File: src/rtl/jvm_decode_alu.sv
// jvm_decode_alu: combinational JVM opcode decode plus registered 1-cycle integer ALU/compare.
// Define JVM_IDIV_EN to add idiv/irem (signed divide/remainder).
module jvm_decode_alu (
  input  logic        clk,
  input  logic        rst_n,
  input  logic [7:0]  opcode,
  input  logic [31:0] operand_a,
  input  logic [31:0] operand_b,
  input  logic        start,
  output logic [3:0]  aluop,
  output logic        isaluop,
  output logic        iscmp,
  output logic        isconstpush,
  output logic        isargpush,
  output logic        isgoto,
  output logic        islvaread,
  output logic        islvawrite,
  output logic        isldc,
  output logic [3:0]  cmptype,
  output logic [31:0] constval,
  output logic [7:0]  lvaindex,
  output logic [1:0]  argc,
  output logic [1:0]  stackargs,
  output logic        stackwb,
  output logic [31:0] result_lo,
  output logic [31:0] result_hi,
  output logic        cmp_taken,
  output logic        done
);
  logic signed [63:0] prod;
  logic [31:0] alu_lo, rhs;
  logic cmp_now;
  assign prod = $signed(operand_a) * $signed(operand_b);
`ifdef JVM_IDIV_EN
  logic signed [31:0] div_d, div_q, div_r;
  // A divisor of 1 sidesteps both divide-by-zero and the MIN/-1 overflow.
  assign div_d = (operand_b == '0 || (operand_a == 32'h8000_0000 && operand_b == '1)) ? 32'sd1 : $signed(operand_b);
  assign div_q = (operand_b == '0) ? '0 : $signed(operand_a) / div_d;
  assign div_r = (operand_b == '0) ? '0 : $signed(operand_a) % div_d;
`endif
  always_comb begin
    aluop = '0;
    isaluop = 1'b0;
    iscmp = 1'b0;
    isconstpush = 1'b0;
    isargpush = 1'b0;
    isgoto = 1'b0;
    islvaread = 1'b0;
    islvawrite = 1'b0;
    isldc = 1'b0;
    cmptype = '0;
    constval = '0;
    lvaindex = '0;
    argc = '0;
    stackargs = '0;
    stackwb = 1'b0;
    case (opcode) inside
      [8'h02:8'h08]: begin isconstpush = 1'b1; constval = {24'b0, opcode} - 32'd3; stackwb = 1'b1; end
      8'h10, 8'h11:  begin isargpush = 1'b1; argc = opcode[0] ? 2'd2 : 2'd1; stackwb = 1'b1; end
      8'h12:         begin isldc = 1'b1; argc = 2'd1; stackwb = 1'b1; end
      8'h15:         begin islvaread = 1'b1; argc = 2'd1; stackwb = 1'b1; end
      [8'h1a:8'h1d]: begin islvaread = 1'b1; lvaindex = {6'b0, opcode[1:0] - 2'd2}; stackwb = 1'b1; end
      8'h36:         begin islvawrite = 1'b1; argc = 2'd1; stackargs = 2'd1; end
      [8'h3b:8'h3e]: begin islvawrite = 1'b1; lvaindex = {6'b0, opcode[1:0] + 2'd1}; stackargs = 2'd1; end
      8'h60:         begin isaluop = 1'b1; aluop = 4'd0; end
      8'h64:         begin isaluop = 1'b1; aluop = 4'd1; end
      8'h68:         begin isaluop = 1'b1; aluop = 4'd2; end
      8'h74:         begin isaluop = 1'b1; aluop = 4'd3; end
      8'h78:         begin isaluop = 1'b1; aluop = 4'd4; end
      8'h7a:         begin isaluop = 1'b1; aluop = 4'd5; end
      8'h7c:         begin isaluop = 1'b1; aluop = 4'd6; end
      8'h7e:         begin isaluop = 1'b1; aluop = 4'd7; end
      8'h80:         begin isaluop = 1'b1; aluop = 4'd8; end
      8'h82:         begin isaluop = 1'b1; aluop = 4'd9; end
`ifdef JVM_IDIV_EN
      8'h6c:         begin isaluop = 1'b1; aluop = 4'd10; end
      8'h70:         begin isaluop = 1'b1; aluop = 4'd11; end
`endif
      [8'h99:8'h9e]: begin iscmp = 1'b1; cmptype = {1'b0, 3'(opcode - 8'h99)}; argc = 2'd2; stackargs = 2'd1; end
      [8'h9f:8'ha4]: begin iscmp = 1'b1; cmptype = {1'b1, 3'(opcode - 8'h9f)}; argc = 2'd2; stackargs = 2'd2; end
      8'ha7:         begin isgoto = 1'b1; argc = 2'd2; end
      default: ;
    endcase
    if (isaluop) begin
      stackwb = 1'b1;
      stackargs = (opcode == 8'h74) ? 2'd1 : 2'd2;
    end
  end
  always_comb begin
    alu_lo = '0;
    case (aluop)
      4'd0: alu_lo = operand_a + operand_b;
      4'd1: alu_lo = operand_a - operand_b;
      4'd2: alu_lo = prod[31:0];
      4'd3: alu_lo = -operand_a;
      4'd4: alu_lo = operand_a << operand_b[4:0];
      4'd5: alu_lo = $signed(operand_a) >>> operand_b[4:0];
      4'd6: alu_lo = operand_a >> operand_b[4:0];
      4'd7: alu_lo = operand_a & operand_b;
      4'd8: alu_lo = operand_a | operand_b;
      4'd9: alu_lo = operand_a ^ operand_b;
`ifdef JVM_IDIV_EN
      4'd10: alu_lo = div_q;
      4'd11: alu_lo = div_r;
`endif
      default: ;
    endcase
    rhs = cmptype[3] ? operand_b : '0;
    case (cmptype[2:0])
      3'd0: cmp_now = operand_a == rhs;
      3'd1: cmp_now = operand_a != rhs;
      3'd2: cmp_now = $signed(operand_a) < $signed(rhs);
      3'd3: cmp_now = $signed(operand_a) >= $signed(rhs);
      3'd4: cmp_now = $signed(operand_a) > $signed(rhs);
      3'd5: cmp_now = $signed(operand_a) <= $signed(rhs);
      default: cmp_now = 1'b0;
    endcase
  end
  always_ff @(posedge clk or negedge rst_n)
    if (!rst_n) begin
      result_lo <= '0;
      result_hi <= '0;
      cmp_taken <= 1'b0;
      done <= 1'b0;
    end else begin
      done <= start;
      if (start) begin
        result_lo <= isaluop ? alu_lo : '0;
        result_hi <= (isaluop && aluop == 4'd2) ? prod[63:32] : '0;
        cmp_taken <= iscmp & cmp_now;
      end
    end
endmodule

File: config.mk
export PLATFORM = sky130hd
export DESIGN_NAME = jvm_decode_alu
export DESIGN_NICKNAME = d
export VERILOG_FILES = /design/src/rtl/jvm_decode_alu.sv
export SDC_FILE = /design/constraint.sdc
export NUM_CORES = 2
export LEC_CHECK = 0
export BUFFER_PORTS_ARGS = -buffer_cell sky130_fd_sc_hd__buf_2
export CORE_MARGIN = 2
export CORE_UTILIZATION = 35
export CTS_BUF_LIST = sky130_fd_sc_hd__clkbuf_4
export DETAILED_ROUTE_END_ITERATION = 7
export PLACE_DENSITY = 0.6
export SYNTH_ARGS = -nofsm -noshare
export SYNTH_HDL_FRONTEND = slang
export SYNTH_SLANG_ARGS = --single-unit
File: constraint.sdc
create_clock -name clk -period 3.81 [get_ports clk]
set_clock_uncertainty 0.2 [all_clocks]
set_input_delay 0.5715 -clock clk [delete_from_list [all_inputs] [get_ports clk]]
set_output_delay 0.5715 -clock clk [all_outputs]
set_load 0.05 [all_outputs]
==> impl_metrics.toml <==
[status]
outcome = "complete, but fails checks"
violated_checks = "setup timing"

[sta]
final-hold-violation-count = 0
finalSetupViolCount = 63
tightestPinTransition_ns = 0.876
worst_slew_margin_rel = 0.411
finalWorstSetupSlack_ns = -3.80
fmax_mhz = 131
rsz0062_at_grt = "true"
timing.final.crit_period_ns = 7.61
fin_crit_sh = 2.00
final_max_tran_viols = 0

[final_layout]
finalNetCount = 8390
syn2layout_area_growth_pct = 36.4
drive_gt1_frac = 0.319
layoutNonFillerInstCount = 8715
filler_cell_count = 13048

[worst_setup_path]
worstSetupStartpointType = "input port"
cpMaxStageDelayCell = "sky130_fd_sc_hd__fa_2"
critical_path.max_stage_delay_ns = 0.59
arrival_ns = 7.77
cp_data_required_time_ns = 3.97
critical_path_peak_fanout = 5
end_kind = "flip-flop"
critical_path.most_common_cell = "sky130_fd_sc_hd__fa_1"
critPathKind = "input port to flip-flop"

[grt]
grt_pass1_vias = 49289
grt_util_all_layers = 0.314
first_pass_grt_wire_length_um = 326000
grt_max_degree = 67
gr-total-overflow = 0
grt_antenna_before_repair = 7

[floorplanning]
coreArea_um2 = 137000
floorplan.initialDensity = 0.353
dieArea_um2 = 142000
die-width_um = 376
core.rowCount = 136
die-height_um = 376
num_io_pins = 202

[synth]
ys_warn_count = 0
synth_seq_area_share = 0.0341
syn-mean-instance-area_um2 = 8.41
netlist_area_um2 = 48500
synth_top_flop_cell = "sky130_fd_sc_hd__dfrtp_1"
ys_seq_elements = 66
synth_edf_count = 0
synth_cell_types = 91
syn_inst = 5764
synth-async-reset-ratio = 1.00

[detailed_routing]
first_pass_iters = 6
antenna_violating_nets_post_route = 0
wire_length_per_cell_um = 25.6
vias = 46973
drt-total-wl_um = 223000
post-route-drc-count = 0
post_drt_via_cell_ratio = 5.39
dr.first_iter.drc_count = 4635

[cts]
tritoncts.num_buffers = 9
max_buffers_root_to_sink = 2
cts-root-buf = "sky130_fd_sc_hd__clkbuf_4"
clock_tree.htree_level_count = 3
clock_latency_ns = 0.47
clock_sink_count = 66
clkSlewWorstSetupHoldPaths_ns = 0.11
tritoncts = "built"

[job]
drv.max_cap_violation_count = 0

[placed_design]
gp_congestion = 1.03
place.port_buffers = 195
numPlacedInstances = 8535
dp.final_hpwl_um = 186000

[hold_path]
type_of_the_tightest_min_delay_check = "flip-flop to flip-flop"
cell usage after synthesis (48+ instances only):
cell,n,area [µm²]
sky130_fd_sc_hd__inv_1,1232,4620
sky130_fd_sc_hd__fa_1,1083,21700
sky130_fd_sc_hd__nand2_1,944,3540
sky130_fd_sc_hd__nor2_1,458,1720
sky130_fd_sc_hd__ha_1,320,4000
sky130_fd_sc_hd__clkbuf_1,235,882
sky130_fd_sc_hd__a21oi_1,161,806
sky130_fd_sc_hd__o21ai_0,138,691
sky130_fd_sc_hd__xnor2_1,103,902
sky130_fd_sc_hd__buf_1,79,297
sky130_fd_sc_hd__dfrtp_1,66,1650
sky130_fd_sc_hd__nor3_1,65,325
sky130_fd_sc_hd__a21o_1,54,405
sky130_fd_sc_hd__mux4_2,51,1150
sky130_fd_sc_hd__nand3_1,48,240
stage by stage:
| step | setup slack, ns | cell area, µm² | hold slack, ns | utilization | TNS, ns |
|---|---|---|---|---|---|
| 6_report | -3.80 | 66100 | 0.300 | 0.481 | -192.98 |
| 3_3_place_gp | -5.02 | 60400 | 0.272 | 0.439 | -257.14 |
| 4_1_cts | -3.72 | 64000 | 0.299 | 0.466 | -188.33 |
| 5_1_grt | -3.97 | 66100 | 0.313 | 0.481 | -198.97 |
| 2_1_floorplan | -3.94 | 49800 | 0.0759 | - | -194.97 |
| 3_5_place_dp | -4.97 | 60400 | 0.273 | 0.439 | -259.03 |
registers in the layout, summed over array words and instances, names as in the netlist:
name	count
cmp_taken	1
done	1
result_hi	32
result_lo	32
critical path, delay by kind of cell:
family / cells / cell delay [ns]
compound gates: 5 / 0.84
simple gates: 4 / 0.93
fa+ha+maj: 9 / 4.40
buf+inv: 10 / 1.01
per-layer routing:
| layer | up-vias | track usage | wire, µm |
|---|---|---|---|
| met5 | - | 0 | 30 |
| met4 | 4 | 0.164 | 15600 |
| li1 | 20042 | - | - |
| met1 | 23891 | 0.421 | 89100 |
| met3 | 582 | 0.0575 | 21100 |
| met2 | 2454 | 0.482 | 97500 |
repair_timing:
action,4_1_cts,5_1_grt
hold buffers,1,0
hold endpoints to repair,66,0
gates resized for setup,647,366
cloned,3,5
pin swaps,261,256
buffers inserted,96,75
setup endpoints to repair,63,63
cell usage in the layout (no fill, tap or decap), types with 42 or more instances in the layout:
cell type                    n
sky130_fd_sc_hd__nor3_1     55
sky130_fd_sc_hd__xnor2_1    91
sky130_fd_sc_hd__fa_1      992
sky130_fd_sc_hd__buf_2     135
sky130_fd_sc_hd__dfrtp_1    66
sky130_fd_sc_hd__o21ai_0   113
sky130_fd_sc_hd__buf_8      43
sky130_fd_sc_hd__ha_4       83
sky130_fd_sc_hd__a21oi_1   121
sky130_fd_sc_hd__fa_2       91
sky130_fd_sc_hd__nor2_1    428
sky130_fd_sc_hd__nand2_2    42
sky130_fd_sc_hd__buf_4    1085
sky130_fd_sc_hd__ha_1      230
sky130_fd_sc_hd__inv_2     102
sky130_fd_sc_hd__buf_12    105
sky130_fd_sc_hd__buf_6     122
sky130_fd_sc_hd__nand3_1    42
sky130_fd_sc_hd__nand2_1   876
sky130_fd_sc_hd__a21o_1     52
sky130_fd_sc_hd__mux4_2     51
sky130_fd_sc_hd__inv_1    1117
path summary, 6_finish.rpt:
path	from	endpoint	slack (ns)	depth (start not counted)
max in group asynchronous	rst_n	result_lo[8]$_DFFE_PN0P_	2.58	3
worst min register to register	result_lo[19]$_DFFE_PN0P_	result_lo[19]$_DFFE_PN0P_	0.30	1
worst min-delay path	result_lo[19]$_DFFE_PN0P_	result_lo[19]$_DFFE_PN0P_	0.30	1
worst max register to register	result_lo[29]$_DFFE_PN0P_	result_lo[29]$_DFFE_PN0P_	1.52	6
worst max-delay path	operand_b[7]	result_hi[31]$_DFFE_PN0P_	-3.80	28
min in group asynchronous	rst_n	result_hi[26]$_DFFE_PN0P_	0.37	3
cells by family (layout without fill, tap and decap cells):
group | Yosys count | after routing | synth area share
adder cells (fa/ha/maj) | 1403 | 1403 | 0.530
flip-flops | 66 | 66 | 0.0341
other | 1 | 10 | 0.0000774
AO/OA/AOI/OAI | 724 | 724 | 0.101
AND/OR/NAND/NOR | 1705 | 1705 | 0.147
XOR/XNOR | 135 | 135 | 0.0244
buffers and inverters | 1635 | 2783 | 0.130
multiplexers | 95 | 95 | 0.0331
layout make-up:
| class | count | area, µm² | share of cell area |
|---|---|---|---|
| clock inverters | 5 | 55.1 | 0.000833 |
| clock buffers | 11 | 82.6 | 0.00125 |
| flip-flops and latches | 66 | 1650 | 0.0250 |
| diodes | 4 | 10.0 | 0.000151 |
| inverters | 1259 | 4850 | 0.0733 |
| repair buffers | 1508 | 13300 | 0.202 |
| multi-input cells | 4068 | 43900 | 0.664 |
| well taps | 1794 | 2240 | 0.0340 |
Power is not shown: default switching activity piles up to over one toggle a cycle in this logic, so the estimate is an artifact.
